--- src/rtl/vga_sync_gen_pkg.sv ---
`default_nettype none
// ============================================================================
// Module      : vga_sync_gen_pkg
// Description : Shared VGA timing sets (640x480@60 default, 800x600@60) and
//               small helpers used by the sync generator and display stages.
// Contents    : VGA640_* / VGA800_* timing localparams, CNT_W counter width,
//               sync_level() helper.
// Revision    : 1.0 - initial release
// ============================================================================
package vga_sync_gen_pkg;

  // Counter width shared by h_cnt, v_cnt and the geometry ports.
  localparam int CNT_W = 11;

  // 640x480 @ 60 Hz, 25.175 MHz pixel clock, negative sync polarity.
  localparam int   VGA640_H_VISIBLE     = 640;
  localparam int   VGA640_H_FRONT_PORCH = 16;
  localparam int   VGA640_H_SYNC        = 96;
  localparam int   VGA640_H_BACK_PORCH  = 48;
  localparam int   VGA640_V_VISIBLE     = 480;
  localparam int   VGA640_V_FRONT_PORCH = 10;
  localparam int   VGA640_V_SYNC        = 2;
  localparam int   VGA640_V_BACK_PORCH  = 33;
  localparam logic VGA640_SYNC_ACTIVE   = 1'b0;

  // 800x600 @ 60 Hz, 40 MHz pixel clock, positive sync polarity.
  localparam int   VGA800_H_VISIBLE     = 800;
  localparam int   VGA800_H_FRONT_PORCH = 40;
  localparam int   VGA800_H_SYNC        = 128;
  localparam int   VGA800_H_BACK_PORCH  = 88;
  localparam int   VGA800_V_VISIBLE     = 600;
  localparam int   VGA800_V_FRONT_PORCH = 1;
  localparam int   VGA800_V_SYNC        = 4;
  localparam int   VGA800_V_BACK_PORCH  = 23;
  localparam logic VGA800_SYNC_ACTIVE   = 1'b1;

  // Pin level for a sync signal given whether the pulse is asserted.
  function automatic logic sync_level(input logic asserted, input logic active_level);
    return asserted ? active_level : ~active_level;
  endfunction

endpackage : vga_sync_gen_pkg
`default_nettype wire

--- src/rtl/sig_delay_line.sv ---
`default_nettype none
// ============================================================================
// Module      : sig_delay_line
// Description : DEPTH-stage shift register, WIDTH bits wide, asynchronously
//               cleared to a per-bit reset value.
// Ports       : clk   in  1      clock
//               rst_n in  1      asynchronous active-low reset
//               d_i   in  WIDTH  input word
//               q_o   out WIDTH  input word delayed DEPTH cycles
// Revision    : 1.0 - initial release
// ============================================================================
module sig_delay_line #(
  parameter int               WIDTH   = 1,
  parameter int               DEPTH   = 1,   // must be >= 1
  parameter logic [WIDTH-1:0] RST_VAL = '0
) (
  input  logic             clk,
  input  logic             rst_n,
  input  logic [WIDTH-1:0] d_i,
  output logic [WIDTH-1:0] q_o
);

  logic [WIDTH-1:0] stage_q [DEPTH];

  always_ff @(posedge clk or negedge rst_n) begin
    if (!rst_n) begin
      for (int i = 0; i < DEPTH; i++) begin
        stage_q[i] <= RST_VAL;
      end
    end else begin
      stage_q[0] <= d_i;
      for (int i = 1; i < DEPTH; i++) begin
        stage_q[i] <= stage_q[i-1];
      end
    end
  end

  assign q_o = stage_q[DEPTH-1];

endmodule : sig_delay_line
`default_nettype wire

--- src/rtl/vga_sync_gen.sv ---
`default_nettype none
// ============================================================================
// Module      : vga_sync_gen
// Description : VGA pixel-timing source and pin output stage. Free-running
//               h/v counters feed the display stages; the returned RGB is
//               blanked and registered to the pins with hsync/vsync delayed
//               to match the pixel-fetch latency.
// Ports       : clk, rst_n                 pixel clock, async active-low reset
//               h_cnt, v_cnt       out 11  counters (0..H_TOTAL-1 / V_TOTAL-1)
//               h_visible, h_back_porch,
//               v_visible, v_back_porch out 11  constant geometry
//               frame_start        out 1   high while h_cnt==0 && v_cnt==0
//               i_r, i_g, i_b      in  4   pixel, PIX_LATENCY after counters
//               vga_r, vga_g, vga_b out 4  blanked pixel to pins
//               vga_hs, vga_vs     out 1   sync to pins
// Revision    : 1.0 - initial release
// ============================================================================
module vga_sync_gen
  import vga_sync_gen_pkg::*;
#(
  parameter int   H_VISIBLE     = VGA640_H_VISIBLE,
  parameter int   H_FRONT_PORCH = VGA640_H_FRONT_PORCH,
  parameter int   H_SYNC        = VGA640_H_SYNC,
  parameter int   H_BACK_PORCH  = VGA640_H_BACK_PORCH,
  parameter int   V_VISIBLE     = VGA640_V_VISIBLE,
  parameter int   V_FRONT_PORCH = VGA640_V_FRONT_PORCH,
  parameter int   V_SYNC        = VGA640_V_SYNC,
  parameter int   V_BACK_PORCH  = VGA640_V_BACK_PORCH,
  parameter logic SYNC_ACTIVE   = VGA640_SYNC_ACTIVE,
  parameter int   PIX_LATENCY   = 2      // legal range 1..8
) (
  input  logic             clk,
  input  logic             rst_n,
  output logic [CNT_W-1:0] h_cnt,
  output logic [CNT_W-1:0] v_cnt,
  output logic [CNT_W-1:0] h_visible,
  output logic [CNT_W-1:0] h_back_porch,
  output logic [CNT_W-1:0] v_visible,
  output logic [CNT_W-1:0] v_back_porch,
  output logic             frame_start,
  input  logic [3:0]       i_r,
  input  logic [3:0]       i_g,
  input  logic [3:0]       i_b,
  output logic [3:0]       vga_r,
  output logic [3:0]       vga_g,
  output logic [3:0]       vga_b,
  output logic             vga_hs,
  output logic             vga_vs
);

  // Line layout from count 0: sync, back porch, visible, front porch.
  // Totals are expected to fit the 11-bit counters (<= 2047).
  localparam logic [CNT_W-1:0] C_H_TOTAL     = CNT_W'(H_SYNC + H_BACK_PORCH + H_VISIBLE + H_FRONT_PORCH);
  localparam logic [CNT_W-1:0] C_V_TOTAL     = CNT_W'(V_SYNC + V_BACK_PORCH + V_VISIBLE + V_FRONT_PORCH);
  localparam logic [CNT_W-1:0] C_H_SYNC      = CNT_W'(H_SYNC);
  localparam logic [CNT_W-1:0] C_V_SYNC      = CNT_W'(V_SYNC);
  localparam logic [CNT_W-1:0] C_H_ACT_START = CNT_W'(H_SYNC + H_BACK_PORCH);
  localparam logic [CNT_W-1:0] C_H_ACT_END   = CNT_W'(H_SYNC + H_BACK_PORCH + H_VISIBLE);
  localparam logic [CNT_W-1:0] C_V_ACT_START = CNT_W'(V_SYNC + V_BACK_PORCH);
  localparam logic [CNT_W-1:0] C_V_ACT_END   = CNT_W'(V_SYNC + V_BACK_PORCH + V_VISIBLE);

  // Delay-line word layout: [2] hsync level, [1] vsync level, [0] active.
  localparam logic [2:0] C_DL_RST = {~SYNC_ACTIVE, ~SYNC_ACTIVE, 1'b0};

  logic [CNT_W-1:0] h_cnt_q, h_cnt_d;
  logic [CNT_W-1:0] v_cnt_q, v_cnt_d;
  logic             h_wrap;
  logic             raw_hs;
  logic             raw_vs;
  logic             pix_active;
  logic [2:0]       dl_d;
  logic [2:0]       dl_q;
  logic             hs_q;
  logic             vs_q;
  logic [11:0]      rgb_q;

  // --------------------------------------------------------------------------
  // Counters: v advances only on the h wrap cycle.
  // --------------------------------------------------------------------------
  always_comb begin
    h_wrap  = (h_cnt_q == C_H_TOTAL - CNT_W'(1));
    h_cnt_d = h_wrap ? '0 : h_cnt_q + CNT_W'(1);
    v_cnt_d = v_cnt_q;
    if (h_wrap) begin
      v_cnt_d = (v_cnt_q == C_V_TOTAL - CNT_W'(1)) ? '0 : v_cnt_q + CNT_W'(1);
    end
  end

  always_ff @(posedge clk or negedge rst_n) begin
    if (!rst_n) begin
      h_cnt_q <= '0;
      v_cnt_q <= '0;
    end else begin
      h_cnt_q <= h_cnt_d;
      v_cnt_q <= v_cnt_d;
    end
  end

  // --------------------------------------------------------------------------
  // Compare logic on the registered counters.
  // --------------------------------------------------------------------------
  assign raw_hs     = (h_cnt_q < C_H_SYNC);
  assign raw_vs     = (v_cnt_q < C_V_SYNC);
  assign pix_active = (h_cnt_q >= C_H_ACT_START) && (h_cnt_q < C_H_ACT_END) &&
                      (v_cnt_q >= C_V_ACT_START) && (v_cnt_q < C_V_ACT_END);

  assign dl_d = {sync_level(raw_hs, SYNC_ACTIVE), sync_level(raw_vs, SYNC_ACTIVE), pix_active};

  // Matches the BRAM read + display register latency of the pixel path, so
  // the delayed active flag lines up with the returned i_r/g/b.
  sig_delay_line #(
    .WIDTH   (3),
    .DEPTH   (PIX_LATENCY),
    .RST_VAL (C_DL_RST)
  ) u_dly (
    .clk   (clk),
    .rst_n (rst_n),
    .d_i   (dl_d),
    .q_o   (dl_q)
  );

  // --------------------------------------------------------------------------
  // Output register: the only thing driving the pins.
  // --------------------------------------------------------------------------
  always_ff @(posedge clk or negedge rst_n) begin
    if (!rst_n) begin
      hs_q  <= ~SYNC_ACTIVE;
      vs_q  <= ~SYNC_ACTIVE;
      rgb_q <= '0;
    end else begin
      hs_q  <= dl_q[2];
      vs_q  <= dl_q[1];
      rgb_q <= dl_q[0] ? {i_r, i_g, i_b} : 12'h000;
    end
  end

  assign h_cnt        = h_cnt_q;
  assign v_cnt        = v_cnt_q;
  assign frame_start  = (h_cnt_q == '0) && (v_cnt_q == '0);
  assign h_visible    = CNT_W'(H_VISIBLE);
  assign h_back_porch = C_H_ACT_START;
  assign v_visible    = CNT_W'(V_VISIBLE);
  assign v_back_porch = C_V_ACT_START;
  assign vga_hs       = hs_q;
  assign vga_vs       = vs_q;
  assign vga_r        = rgb_q[11:8];
  assign vga_g        = rgb_q[7:4];
  assign vga_b        = rgb_q[3:0];

endmodule : vga_sync_gen
`default_nettype wire

--- config.mk ---
export PLATFORM = sky130hd
export DESIGN_NAME = vga_sync_gen
export DESIGN_NICKNAME = d
export VERILOG_FILES = /design/src/rtl/vga_sync_gen_pkg.sv /design/src/rtl/sig_delay_line.sv /design/src/rtl/vga_sync_gen.sv
export SDC_FILE = /design/constraint.sdc
export NUM_CORES = 1
export LEC_CHECK = 0
export ABC_AREA = 1
export BUFFER_PORTS_ARGS = -buffer_cell sky130_fd_sc_hd__buf_2
export CAP_MARGIN = 20
export CORE_MARGIN = 4
export CORE_UTILIZATION = 30
export CTS_CLUSTER_DIAMETER = 50
export DETAILED_ROUTE_END_ITERATION = 7
export PLACE_DENSITY = 0.53
export SYNTH_ARGS = -nofsm -noshare
export SYNTH_HDL_FRONTEND = slang
export SYNTH_HIERARCHICAL = 1
export SYNTH_SLANG_ARGS = --single-unit
--- constraint.sdc ---
create_clock -name clk -period 2.25 [get_ports clk]
set_input_delay 0.45 -clock clk [delete_from_list [all_inputs] [get_ports clk]]
set_output_delay 0.45 -clock clk [all_outputs]
set_load 0.03 [all_outputs]
==> summary.txt <==
Final layout
  • Layout area overhead: 16.29%
  • Post-layout net count: 381
  • Utilization after layout: 0.3627
  • Layout cell share with drive strength beyond 1: 0.2885
  • Inserted Diodes: 0
  • Filler cells: 831

Clock tree
  • Cts bufs inserted: 5
  • Hold_buf cts: 0
  • Sink Count: 42
  • CTS root buf: clkbuf_8
  • Max clock buf depth: 2
  • CTS tree: built
  • H-tree levels: 2
  • Worst-skew pair later-pin latency: 290 ps
  • Reg clk slew, reported paths: 80 ps

Placed design
  • Gpl congestion: 0.8332
  • Count of input and output buffers: 50
  • Post-DP HPWL: 4.050 mm

Global routing
  • Pin count of the biggest net entering global routing: 43
  • First-pass GRT wire length: 8.838 mm
  • Vias in the first global route: 1,814
  • All-Layer GR Usage: 0.1122
  • Grt ovf: 0
  • Antenna violations before repair: 0

STA
  • Total Neg Setup Slack: 0 ps
  • Slew margin rel.: 0.6491
  • Final setup fails: 0
  • Slew @ Worst Pin: 526.4 ps
  • Worst-case clock skew: 7.055 ps
  • Final hold viol count: 0
  • Unrepaired setup endpoints after global routing: true
  • Final min period: 2150 ps
  • Final period util: 0.9556
  • Hold WS: 213.8 ps
  • Max Freq: 0.4651 GHz
  • Max-slew violation count: 0

Synthesis
  • Top post-synthesis cells by area: dfrtp_1 37%, buf_4 14%, nand2_1 9.4%
  • Async S/R FF share, synth: 1.000
  • Syn Area/Cell: 8.036 sq um
  • Seq/Total Area, Yosys: 0.4347
  • Yosys top cell by area: dfrtp_1
  • Top cell type's share of synthesized area: 0.3700
  • Post-Syn Instances: 303
  • Post-synthesis cell type count: 29
  • YS warnings: 6
  • Post-Syn Area: 2435 sq um
  • Most common cell in the netlist: nand2_1
  • Post-synth top cells: 61 x nand2_1, 47 x buf_4, 40 x inv_1
  • Post-synth EDFFs: 0
  • Yosys reg bits: 42
  • Post-synth top flop: dfrtp_1

Worst setup path
  • WP data required: 1800 ps
  • Worst-path fanout max: 5
  • R2R Path End: v_cnt[6]
  • Critical Path End Type: primary output
  • Crit Path Class: reg2out
  • Worst Setup Start Kind: flop
  • Worst setup path end: frame_start
  • R2r setup slk: 670 ps
  • Worst R2R Path Depth: 8
  • Reg2Reg Launch Point: h_cnt[0]
  • Crit path from: v_cnt[1]
  • Critical path arrival: 1700 ps

Route
  • # DRC: 0
  • Final ANT Viol Nets: 0
  • TritonRoute pass-1 iters: 4
  • Via/cell ratio: 4.015
  • 1st-iter DRT viols: 97
  • Via count: 1,871
  • Wirelength, routed: 5.319 mm
  • Average wire per standard cell: 11.41 microns

Power and ir drop
  • Peak supply drop: 0.2011 mV
  • Pwr/cell area: 517.3 nW/um^2
  • Cell leakage power: 0.001651 uW

Floorplan
  • DIE HEIGHT: 98.09 microns
  • Ports: 95
  • Row count: 32
  • Die ar.: 9622 sq um
  • Core area: 7807 sq um
  • Die Wd: 98.09 microns
  • Initial Util: 0.3119

Status
  • Status: finished, final reports clean

Job
  • Max-Cap Viols: 0

Hold path
  • Hold Crit Class: in2async
-- kinds of logic (layout without fill, tap and decap cells) --
logic type      Yosys count  in the layout  synth area share
compound gates           11             11           0.02312
xor+xnor                  7              7           0.02518
fa+ha+maj                 4              4           0.02056
buf+inv                  95            114            0.2220
flops                    42             42            0.4347
other cells               2             44          0.003084
simple gates            142            142            0.2713
-- what timing repair did --
| item | CTS | global route |
|---|---|---|
| buffers inserted | 0 | 8 |
| endpoints found under the setup margin | 0 | 1 |
| hold endpoints to repair | 0 | 0 |
| gates resized for setup | 0 | 18 |
-- area by class of cell --
type	count	area (sq um)	area share
clock inverter	1	30.03	0.01061
tap	102	127.6	0.04507
timing repair buffer	60	327.8	0.1158
clock buffer	7	76.32	0.02696
inverter	46	172.7	0.06098
sequential	42	1067	0.3769
multi-input combinational	208	1030	0.3637
-- routing by layer --
metal  share of wire  global-route usage
met1            0.45              0.1451
met5               0                   0
met2            0.45              0.1791
met4           0.015             0.03408
met3           0.085             0.03643
-- placed cells by master, fill, tap and decap left out, drive strengths merged, types with 2 or more instances in the layout --
master  count
dfrtp      36
nand2      64
nand3      29
nor2       35
dfstp       6
buf        60
inv        45
xor2        6
nand3b      2
nand4       5
conb       44
o21ai       9
ha          4
clkbuf      7
nor3        4
-- per-stage QoR --
| stage | power [uW] | cell area, sq um | instances | setup slack (ps) |
|---|---|---|---|---|
| 6_report | 1465 | 2831 | 466 | 99.91 |
| 3_3_place_gp | 892.8 | 2624 | 450 | 416.3 |
| 5_1_grt | 1533 | 2831 | 466 | -2.858 |
| 3_5_place_dp | 892.3 | 2624 | 450 | 368.3 |
| 2_1_floorplan | 923.9 | 2599 | 345 | 199.6 |
| 4_1_cts | 1479 | 2730 | 458 | 29.68 |
-- worst max-delay path, stage by stage, from the launching register on --
cell and delay, ps:
dfrtp_2 450, inv_2 110, ha_4 150, nand3_2 80, nor2_2 80, nand2_1 60
nor4_2 260, buf_4 220
-- sequential cells by signal, summed over array words and instances (netlist names) --
register and count:
v_cnt 11, rgb_q 12, u_dly/q_o 3, vga_vs 1, vga_hs 1, h_cnt 11, u_dly/stage_q 3
-- how the worst min path moves through the flow --
stage	to	slack (ps)	cells past startpoint
2_1_floorplan	h_cnt[0]	150	0
3_3_place_gp	u_dly/q_o[0]	330	0
3_5_place_dp	u_dly/q_o[0]	340	0
4_1_cts	v_cnt[10]	240	2
5_1_grt	v_cnt[7]	260	2
6_report	v_cnt[7]	210	2
-- power by group --
part,switching (uW),internal (uW),leakage (uW)
clock network,254,332,0.0000524
registers,0,755,0.000539
logic,115,8.94,0.00106
No activity file was read; power rests on OpenSTA's default activity.
